$ cat src/rtl/pipe_stage_elastic.sv
// pipe_stage_elastic: valid/ready pipeline register with one-entry skid buffer, stall enable and flush
module pipe_stage_elastic #(
  parameter int WIDTH         = 128,
  parameter bit ZERO_ON_FLUSH = 1'b1
) (
  input  logic             CLK,
  input  logic             nRST,
  input  logic             en,
  input  logic             flush,
  input  logic             in_valid,
  output logic             in_ready,
  input  logic [WIDTH-1:0] in_data,
  output logic             out_valid,
  input  logic             out_ready,
  output logic [WIDTH-1:0] out_data,
  output logic [1:0]       occupancy
);
  typedef enum logic [1:0] {EMPTY = 2'd0, ONE = 2'd1, FULL = 2'd2} state_t;
  state_t           r_state;
  logic [WIDTH-1:0] r_m;
  logic [WIDTH-1:0] r_s;
  logic             w_in_fire;
  logic             w_out_fire;
  // in_ready depends only on state, en and flush, so back-pressure never ripples upstream combinationally
  assign in_ready   = nRST & (r_state != FULL) & en & !flush;
  assign w_in_fire  = in_valid & in_ready;
  assign out_valid  = (r_state != EMPTY);
  assign w_out_fire = out_valid & out_ready & en & !flush;
  assign out_data   = r_m;
  assign occupancy  = r_state;
  // state and storage update; flush overrides every handshake, FULL drains the skid entry into M
  always_ff @(posedge CLK or negedge nRST) begin
    if (!nRST) begin
      r_state <= EMPTY;
      r_m     <= '0;
      r_s     <= '0;
    end else if (flush) begin
      r_state <= EMPTY;
      if (ZERO_ON_FLUSH) begin
        r_m <= '0;
        r_s <= '0;
      end
    end else begin
      case (r_state)
        EMPTY: if (w_in_fire) begin
          r_state <= ONE;
          r_m     <= in_data;
        end
        ONE: if (w_in_fire && w_out_fire) r_m <= in_data;
          else if (w_in_fire) begin
            r_state <= FULL;
            r_s     <= in_data;
          end else if (w_out_fire) r_state <= EMPTY;
        FULL: if (w_out_fire) begin
          r_state <= ONE;
          r_m     <= r_s;
        end
        default: r_state <= EMPTY;
      endcase
    end
  end
endmodule

$ cat config.mk
export PLATFORM = sky130hd
export DESIGN_NAME = pipe_stage_elastic
export DESIGN_NICKNAME = d
export VERILOG_FILES = /design/src/rtl/pipe_stage_elastic.sv
export SDC_FILE = /design/constraint.sdc
export NUM_CORES = 1
export LEC_CHECK = 0
export ABC_AREA = 1
export CAP_MARGIN = 25
export CORE_MARGIN = 10
export CORE_UTILIZATION = 30
export DETAILED_ROUTE_END_ITERATION = 12
export PLACE_DENSITY = 0.58
export SYNTH_ARGS = -nofsm -noshare
export SYNTH_HDL_FRONTEND = slang
export SYNTH_SLANG_ARGS = --single-unit
export TNS_END_PERCENT = 1
$ cat constraint.sdc
create_clock -name CLK -period 3.57 [get_ports CLK]
set_input_delay 0.714 -clock CLK [delete_from_list [all_inputs] [get_ports CLK]]
set_output_delay 0.714 -clock CLK [all_outputs]
set_load 0.03 [all_outputs]
### Word level (Yosys, flattened, before mapping)

Index checks and enable logic that the tools add are counted.
W data, S select, Z words.

* bitwise gates (word level): 7
* multiplexer cells: 15
* reduce and logical (&&, ||, !) cells: 10
* equality and inequality tests: 9

Operators by type and width (number)
* $mux W128: 7
* $pmux W128 S3: 1
* $mux W2: 6
* $ne A3 B3 Y1 const B: 4
* $reduce_and A4 Y1: 2
* $and A1 B1 Y1: 7
* $pmux W2 S3: 1
* $reduce_bool A2 Y1: 3
* $ne A2 B2 Y1 const B: 2
* $ne A4 B4 Y1 const B: 1
* $reduce_bool A4 Y1: 1
* $reduce_and A3 Y1: 1
* $eq A2 B1 Y1 const B: 1
* $eq A2 B2 Y1 const B: 1
* $logic_not A2 Y1: 1
* $logic_and A1 B1 Y1: 1
* $logic_not A1 Y1: 1

* input port bits: 134
* word-level logic and storage cells: 44
* register bits after elaboration: 258
* output and inout bits: 132

### Logic depth before layout (Yosys ltp)

Gate-level depths: netlist of run 1.

* word-level depth: 9
* depth in mapped cells: 11
* gate-level depth less buffers: 9

### Worst setup path before layout of run 1

No wires, ideal clock.

* path type: input port to flip-flop
* start: input port flush
* end: register r_s[107]
* path buffers: 2
* stages: 10
* setup time: 0.117 ns
* arrival: 2.153 ns
* setup slack: 1.300 ns
* data required time: 3.453 ns
* cells stage by stage: inv_2 -> nand3_2 -> nor2_1 -> nand2_1 -> nor2_2 -> o21ai_2 -> buf_2 -> buf_4 -> nand2_1 -> nand2_1

* word-level cells in the longest chain between the ends: 6
* elaborated cells on any way between the ends: 10
* those cells by class: 1 x eq/ne; 1 x mux; 3 x bitwise; 5 x reduce/logical

Ends and longest elaborated chain
* start: declaration: RTL line 9 `input logic flush,`
* $logic_not A1 Y1 (*): RTL line 25 `assign in_ready = nRST & (r_state != FULL) & en & !flush;`
* $and A1 B1 Y1 (*): RTL line 25
* named net in_ready: RTL line 11 `output logic in_ready,`
* $and A1 B1 Y1 (*): RTL line 26 `assign w_in_fire = in_valid & in_ready;`
* $logic_and A1 B1 Y1: RTL line 49 `ONE: if (w_in_fire && w_out_fire) r_m <= in_data;`
* $ne A2 B2 Y1 (no line)
* $reduce_and A3 Y1 (no line) (*)
* end signal: assignment: RTL line 52 `r_s <= in_data;`
* end: declaration: RTL line 21 `logic [WIDTH-1:0] r_s;`

Mark *: on every way through the listed nets, which the timed path passes. The rest lies on a longest branch.
A chain may end at the register's enable or synchronous reset.

### Worst setup path in the final report of run 1

* start: input port nRST
* end: output port in_ready

* word-level cells in the longest chain between the ends: 3

Ends and longest elaborated chain
* start: declaration: RTL line 7 `input logic nRST,`
* $and A1 B1 Y1 (3 in series): RTL line 25
* end: declaration: RTL line 11

No other way between the ends.

==> impl_metrics.yaml, run 1 <==
synthesis:
  muxShareOfSynthArea_pct: 0
  syn_area_per_cell_um2: 7.65
  synth_top_family_by_area: "simple AND/OR/NAND/NOR gates"
  synth_cells: 1573
  synth_most_common_cell: "nand2_1"
  yosys.area.top_type: "dfrtp_1"
  yosys.area_share.simple_pct: 35.6
  netlist_area_um2: 12000
  synth_cell_type_count: 19
  synth_xor_area_share_pct: 0
  yosys_warnings: 0
  synth_top_area_share_pct: 53.6
  async_reset_ff_share_pct: 100
  synth_edf_count: 0
  synth_fa_ha_area_share_pct: 0
  yosys-top-cells-count: "nand2_1, nor2_1, dfrtp_1"
  syn-num-nets: 1707
  ys_ff_latch: 258
  yosysSeqAreaShare_pct: 53.6
  synth_compound_area_share_pct: 5.62
  synth_area_leaders: "dfrtp_1, nand2_1, nand3_1, nor2_1, o21ai_0"
  ys.flop_type: "dfrtp_1"
floorplanning:
  top_level_ports: 266
  num_rows: 73
  coreArea_um2: 39700
  fp.dieW_um: 220
  initial_utilization_pct: 30.3
  die_area_um2: 48500
  dieHeight_um: 220
detailed_routing:
  drc_errors: 0
  antenna_left: 0
  finalWirelength_um: 42300
  drt_iter0_drc: 943
  drt-vias-per-instance: 4.88
  vias: 11300
  wl_per_cell_um: 18.2
  first_pass_iters: 5
worst_setup_path:
  r2r_slack_ns: 0.96
  start_kind: "primary input"
  cp_max_fo: 10
  end_kind: "output port"
  crit_chain: "dlygate4sd3_1 -> buf_8 -> nand3_2 -> nor2_1 -> clkdlybuf4s50_1"
  required_ns: 2.86
  path_class: "in2out"
  r2r-start: "occupancy[0]"
  critPathMaxStageDelay_ns: 0.70
  reg2reg_depth: 8
  reg2reg_to: "out_data[127]"
  cp_slowest_cell: "clkdlybuf4s50_1"
  crit_arrival_ns: 2.46
clock_tree:
  cts_setup_buffers: 0
  cts.clk_slew.worst_paths_ns: 0.06
  cts_tree: "yes"
  htree_levels: 1
  hold_buffers: 1
  cts.sinks: 258
  clkLatencyLatePin_ns: 0.56
  cts_root_buf: "clkbuf_16"
  numCtsBuffers: 31
  cts-resized-gates: 0
  clockBufferDepth: 3
placed_design:
  gp_congestion: 0.850
  post-place-ws_ns: 0.516
  numPortBuffers: 265
  hpwl_um: 25200
global_route:
  met1_usage_pct: 22.8
  met2_usage_pct: 27.4
  top_usage_layer: "met2"
  grt_util_all_layers_pct: 17.1
  antenna_found_initial: 2
  grt_pass1_vias: 11200
  grt_start_max_net_pins: 79
  grt_pass1_wl_um: 66600
  grt.overflow.total: 0
  met3_usage_pct: 3.65
timing:
  slew_headroom_pct: 36.6
  setup_ws_ns: 0.391
  setup_viol: 0
  tns_ns: 0
  hold_viol: 0
  fmax_ghz: 0.315
  rsz0062_at_grt: "no"
  skew_ns: 0.0111
  finalCriticalPeriod_ns: 3.18
  slew_violations: 0
  tightest_slew_ns: 0.951
  fin_crit_sh_pct: 89.0
pwr:
  seqPwrFrac_pct: 38.0
  pwr-share-clk_pct: 35.3
  comb_power_share_pct: 26.6
  intPower_uw: 6070
  sw_frac_of_total_pct: 33.0
  p_sw_uw: 2990
  p_per_area_nw_per_um2: 560
  power_leakage_uw: 0.00801
  ir_drop_uv: 336
outcome:
  status: "completed"
final_layout:
  drive_gt1_share_pct: 4.84
  layout.nets: 1908
  syn2layout_area_growth_pct: 34.4
min_path:
  hold_path.class: "reg2reg"
  min_from: "r_s[69]"
  holdPathEnd: "r_s[69]"
  min_path_cells: 2
run:
  drv_cap: 0
==> critical path: cells and delay by family <==
| kind | cells | cell delay [ns] |
|---|---|---|
| and+or+nand+nor | 2 | 0.26 |
| buffers and inverters | 3 | 1.48 |
==> flip-flops by register name, indices dropped and copies added, names as in the netlist <==
register	flops
out_data	128
r_s	128
occupancy	2
==> layout by cell type (no fill, tap or decap), types with 2 or more instances in the layout <==
| master | instances |
|---|---|
| clkdlybuf4s50_1 | 264 |
| dfrtp_1 | 258 |
| nand3_1 | 257 |
| o21ai_1 | 8 |
| nand2_1 | 521 |
| diode_2 | 2 |
| nand2_4 | 3 |
| inv_1 | 5 |
| buf_12 | 9 |
| clkinv_2 | 4 |
| clkbuf_1 | 10 |
| clkbuf_16 | 31 |
| buf_4 | 17 |
| inv_2 | 3 |
| o21ai_0 | 123 |
| bufinv_16 | 3 |
| nor2_1 | 259 |
| clkbuf_8 | 7 |
| nor2_4 | 4 |
==> cell families (layout without fill, tap and decap cells) <==
logic type,Yosys count,after routing
buffers and inverters,133,356
DFF,258,258
AOI/OAI and AO/OA,134,134
other,0,2
and+or+nand+nor,1048,1048
==> through the flow <==
step                      instance area [µm²]  cells  total power [µW]  hold slack (ns)  util (%)
after floorplan                         12000   1573              4740            0.418         -
after global placement                  15100   2264              5920            0.447      38.1
after detailed placement                15100   2264              5930            0.453      38.1
after CTS                               16200   2320              9180            0.467      40.7
after global routing                    16200   2322              9490            0.476      40.7
final                                   16200   2323              9060            0.463      40.7
==> worst max-delay path by stage <==
stage,slack (ns),from,cells after the start,endpoint
floorplan,1.30,flush,10,r_s[107]
global placement,0.54,flush,5,in_ready
detailed placement,0.52,flush,5,in_ready
CTS,0.38,nRST,5,in_ready
global route,0.31,nRST,5,in_ready
finish,0.39,nRST,5,in_ready
==> power by group through the flow <==
stage | Sequential, µW | Clock [µW] | Combinational (µW)
floorplan | 4010 | 0 | 729
global placement | 3490 | 0 | 2430
detailed placement | 3490 | 0 | 2440
CTS | 3450 | 3290 | 2450
global route | 3480 | 3400 | 2600
finish | 3450 | 3200 | 2410
==> routing by layer <==
layer  up-vias  part of all wire (%)
met1      5401                    44
met5         -                 0.031
li1       5445                     -
met3        74                   7.8
met2       408                    46
met4         2                   2.2
==> layout make-up <==
| cell class | count | area [µm²] |
|---|---|---|
| clock inverter | 7 | 113 |
| inverter | 9 | 35.0 |
| tap | 525 | 657 |
| timing repair buffer | 292 | 2980 |
| multi-input combinational | 1182 | 5030 |
| fill | 4029 | 23600 |
| sequential | 258 | 6460 |
| antenna | 2 | 5.00 |
| clock buffer | 48 | 910 |
Note: power is estimated with default switching activity, not from simulation.
==> run 2, diff against run 1 <==
- clock period: 3.57 -> 3.5 ns (I/O delays scaled with it)
==> impl_metrics.yaml, run 2 (same netlist as run 1, synthesis figures left out) <==
timing:
  setup_ws_ns: 0.466
  hold_viol: 0
  tightest_slew_ns: 0.954
  slew_headroom_pct: 36.4
  fin_crit_sh_pct: 86.7
  tns_ns: 0
  finalCriticalPeriod_ns: 3.03
  setup_viol: 0
  rsz0062_at_grt: "no"
  fmax_ghz: 0.330
  slew_violations: 0
  skew_ns: 0.00663
worst_setup_path:
  cp_max_fo: 5
  reg2reg_depth: 8
  reg2reg_to: "out_data[75]"
  r2r-start: "occupancy[0]"
  crit_arrival_ns: 2.33
  start_kind: "primary input"
  cp-endpoint: "in_ready"
  required_ns: 2.80
  path_class: "in2out"
  end_kind: "output port"
  startpoint: "flush"
  r2r_slack_ns: 0.96
detailed_routing:
  finalWirelength_um: 42400
  wl_per_cell_um: 18.3
  drt-vias-per-instance: 4.91
  first_pass_iters: 5
  drt_iter0_drc: 983
  antenna_left: 0
  drc_errors: 0
  vias: 11400
floorplanning:
  die_area_um2: 48500
  fp.dieW_um: 220
  coreArea_um2: 39700
  initial_utilization_pct: 30.3
  top_level_ports: 266
  dieHeight_um: 220
  num_rows: 73
clock_tree:
  clockBufferDepth: 3
  cts.sinks: 258
  hold_buffers: 0
  cts.clk_slew.worst_paths_ns: 0.06
  numCtsBuffers: 31
  cts_setup_buffers: 0
  cts_root_buf: "clkbuf_16"
  htree_levels: 1
  cts_tree: "yes"
  cts-resized-gates: 0
  clkLatencyLatePin_ns: 0.57
global_route:
  grt_start_max_net_pins: 129
  met1_usage_pct: 22.9
  grt.overflow.total: 0
  grt_util_all_layers_pct: 17.1
  grt_pass1_vias: 11200
  met2_usage_pct: 27.3
  grt_pass1_wl_um: 66900
  met3_usage_pct: 4.27
  antenna_found_initial: 3
  top_usage_layer: "met2"
final_layout:
  fillers: 4045
  antenna_cells: 0
  syn2layout_area_growth_pct: 34.6
  layout_common_cells: "nand2_1, clkdlybuf4s50_1, nor2_1"
  mostFrequentLayoutCell: "nand2_1"
  drive_gt1_share_pct: 4.96
  layout.nets: 1906
min_path:
  hold_path.class: "in2async"
pwr:
  p_sw_uw: 3060
  ir_drop_uv: 397
  comb_power_share_pct: 25.9
  p_per_area_nw_per_um2: 582
  power_leakage_uw: 0.00802
  pwr-share-clk_pct: 36.9
  seqPwrFrac_pct: 37.2
  sw_frac_of_total_pct: 32.5
  intPower_uw: 6370
outcome:
  status: "completed"
placed_design:
  post-place-ws_ns: 0.443
  gp_congestion: 0.828
  hpwl_um: 25100
  numPortBuffers: 265
run:
  drv_cap: 0
-- run 2: changes by cell type in the layout (fill, tap and decap cells not counted) --
| cell | delta |
|---|---|
| clkbuf_8 | -1 |
| buf_12 | -4 |
| clkinvlp_4 | +2 |
| bufinv_16 | +3 |
| diode_2 | -2 |
| dlygate4sd3_1 | -1 |
| buf_4 | +2 |
| buf_16 | +1 |
| clkbuf_1 | -3 |
| clkinv_2 | -1 |
-- run 2: worst min path at each step --
stage,to,depth (start not counted),startpoint
finish,r_s[68],2,nRST
global route,r_s[68],2,nRST
CTS,out_data[93],2,nRST
detailed placement,r_s[33],2,r_s[33]
global placement,r_s[1],2,r_s[1]
floorplan,occupancy[0],0,nRST
-- run 2: final cells by class --
| type | instances | area [µm²] | share of cell area, % |
|---|---|---|---|
| sequential | 258 | 6460 | 39.9 |
| multi-input combinational | 1182 | 5030 | 31.0 |
| timing repair buffer | 290 | 2930 | 18.1 |
| clock buffer | 44 | 885 | 5.46 |
| tap | 525 | 657 | 4.05 |
| clock inverter | 11 | 213 | 1.31 |
| inverter | 9 | 35.0 | 0.216 |
-- run 2: critical path, cell delays in order --
cell and delay [ns]:
clkdlybuf4s50_1 0.55, clkinv_2 0.14, nand3_2 0.09, nor2_1 0.15, clkdlybuf4s50_1 0.70
-- run 2: metrics by stage --
stage	power, µW	util (%)	area, µm²	hold WS, ns	instances
floorplan	4830	-	12000	0.404	1573
global placement	6010	37.9	15100	0.447	2263
detailed placement	6030	37.9	15100	0.453	2263
CTS	9560	40.7	16200	0.374	2318
global route	9890	40.8	16200	0.0552	2319
finish	9430	40.8	16200	0.0777	2319
-- run 2: power by group through the flow --
stage,Sequential [µW],Combinational (µW),Clock [µW]
after detailed placement,3560,2470,0
after CTS,3510,2480,3570
final,3510,2450,3480
after floorplan,4090,744,0
after global routing,3550,2640,3710
after global placement,3550,2460,0
-- run 2: metal layers --
metal | wire [µm] | part of all wire (%)
met5 | 34 | 0.080
met4 | 804 | 1.9
met3 | 3490 | 8.2
met2 | 19700 | 47
met1 | 18400 | 43
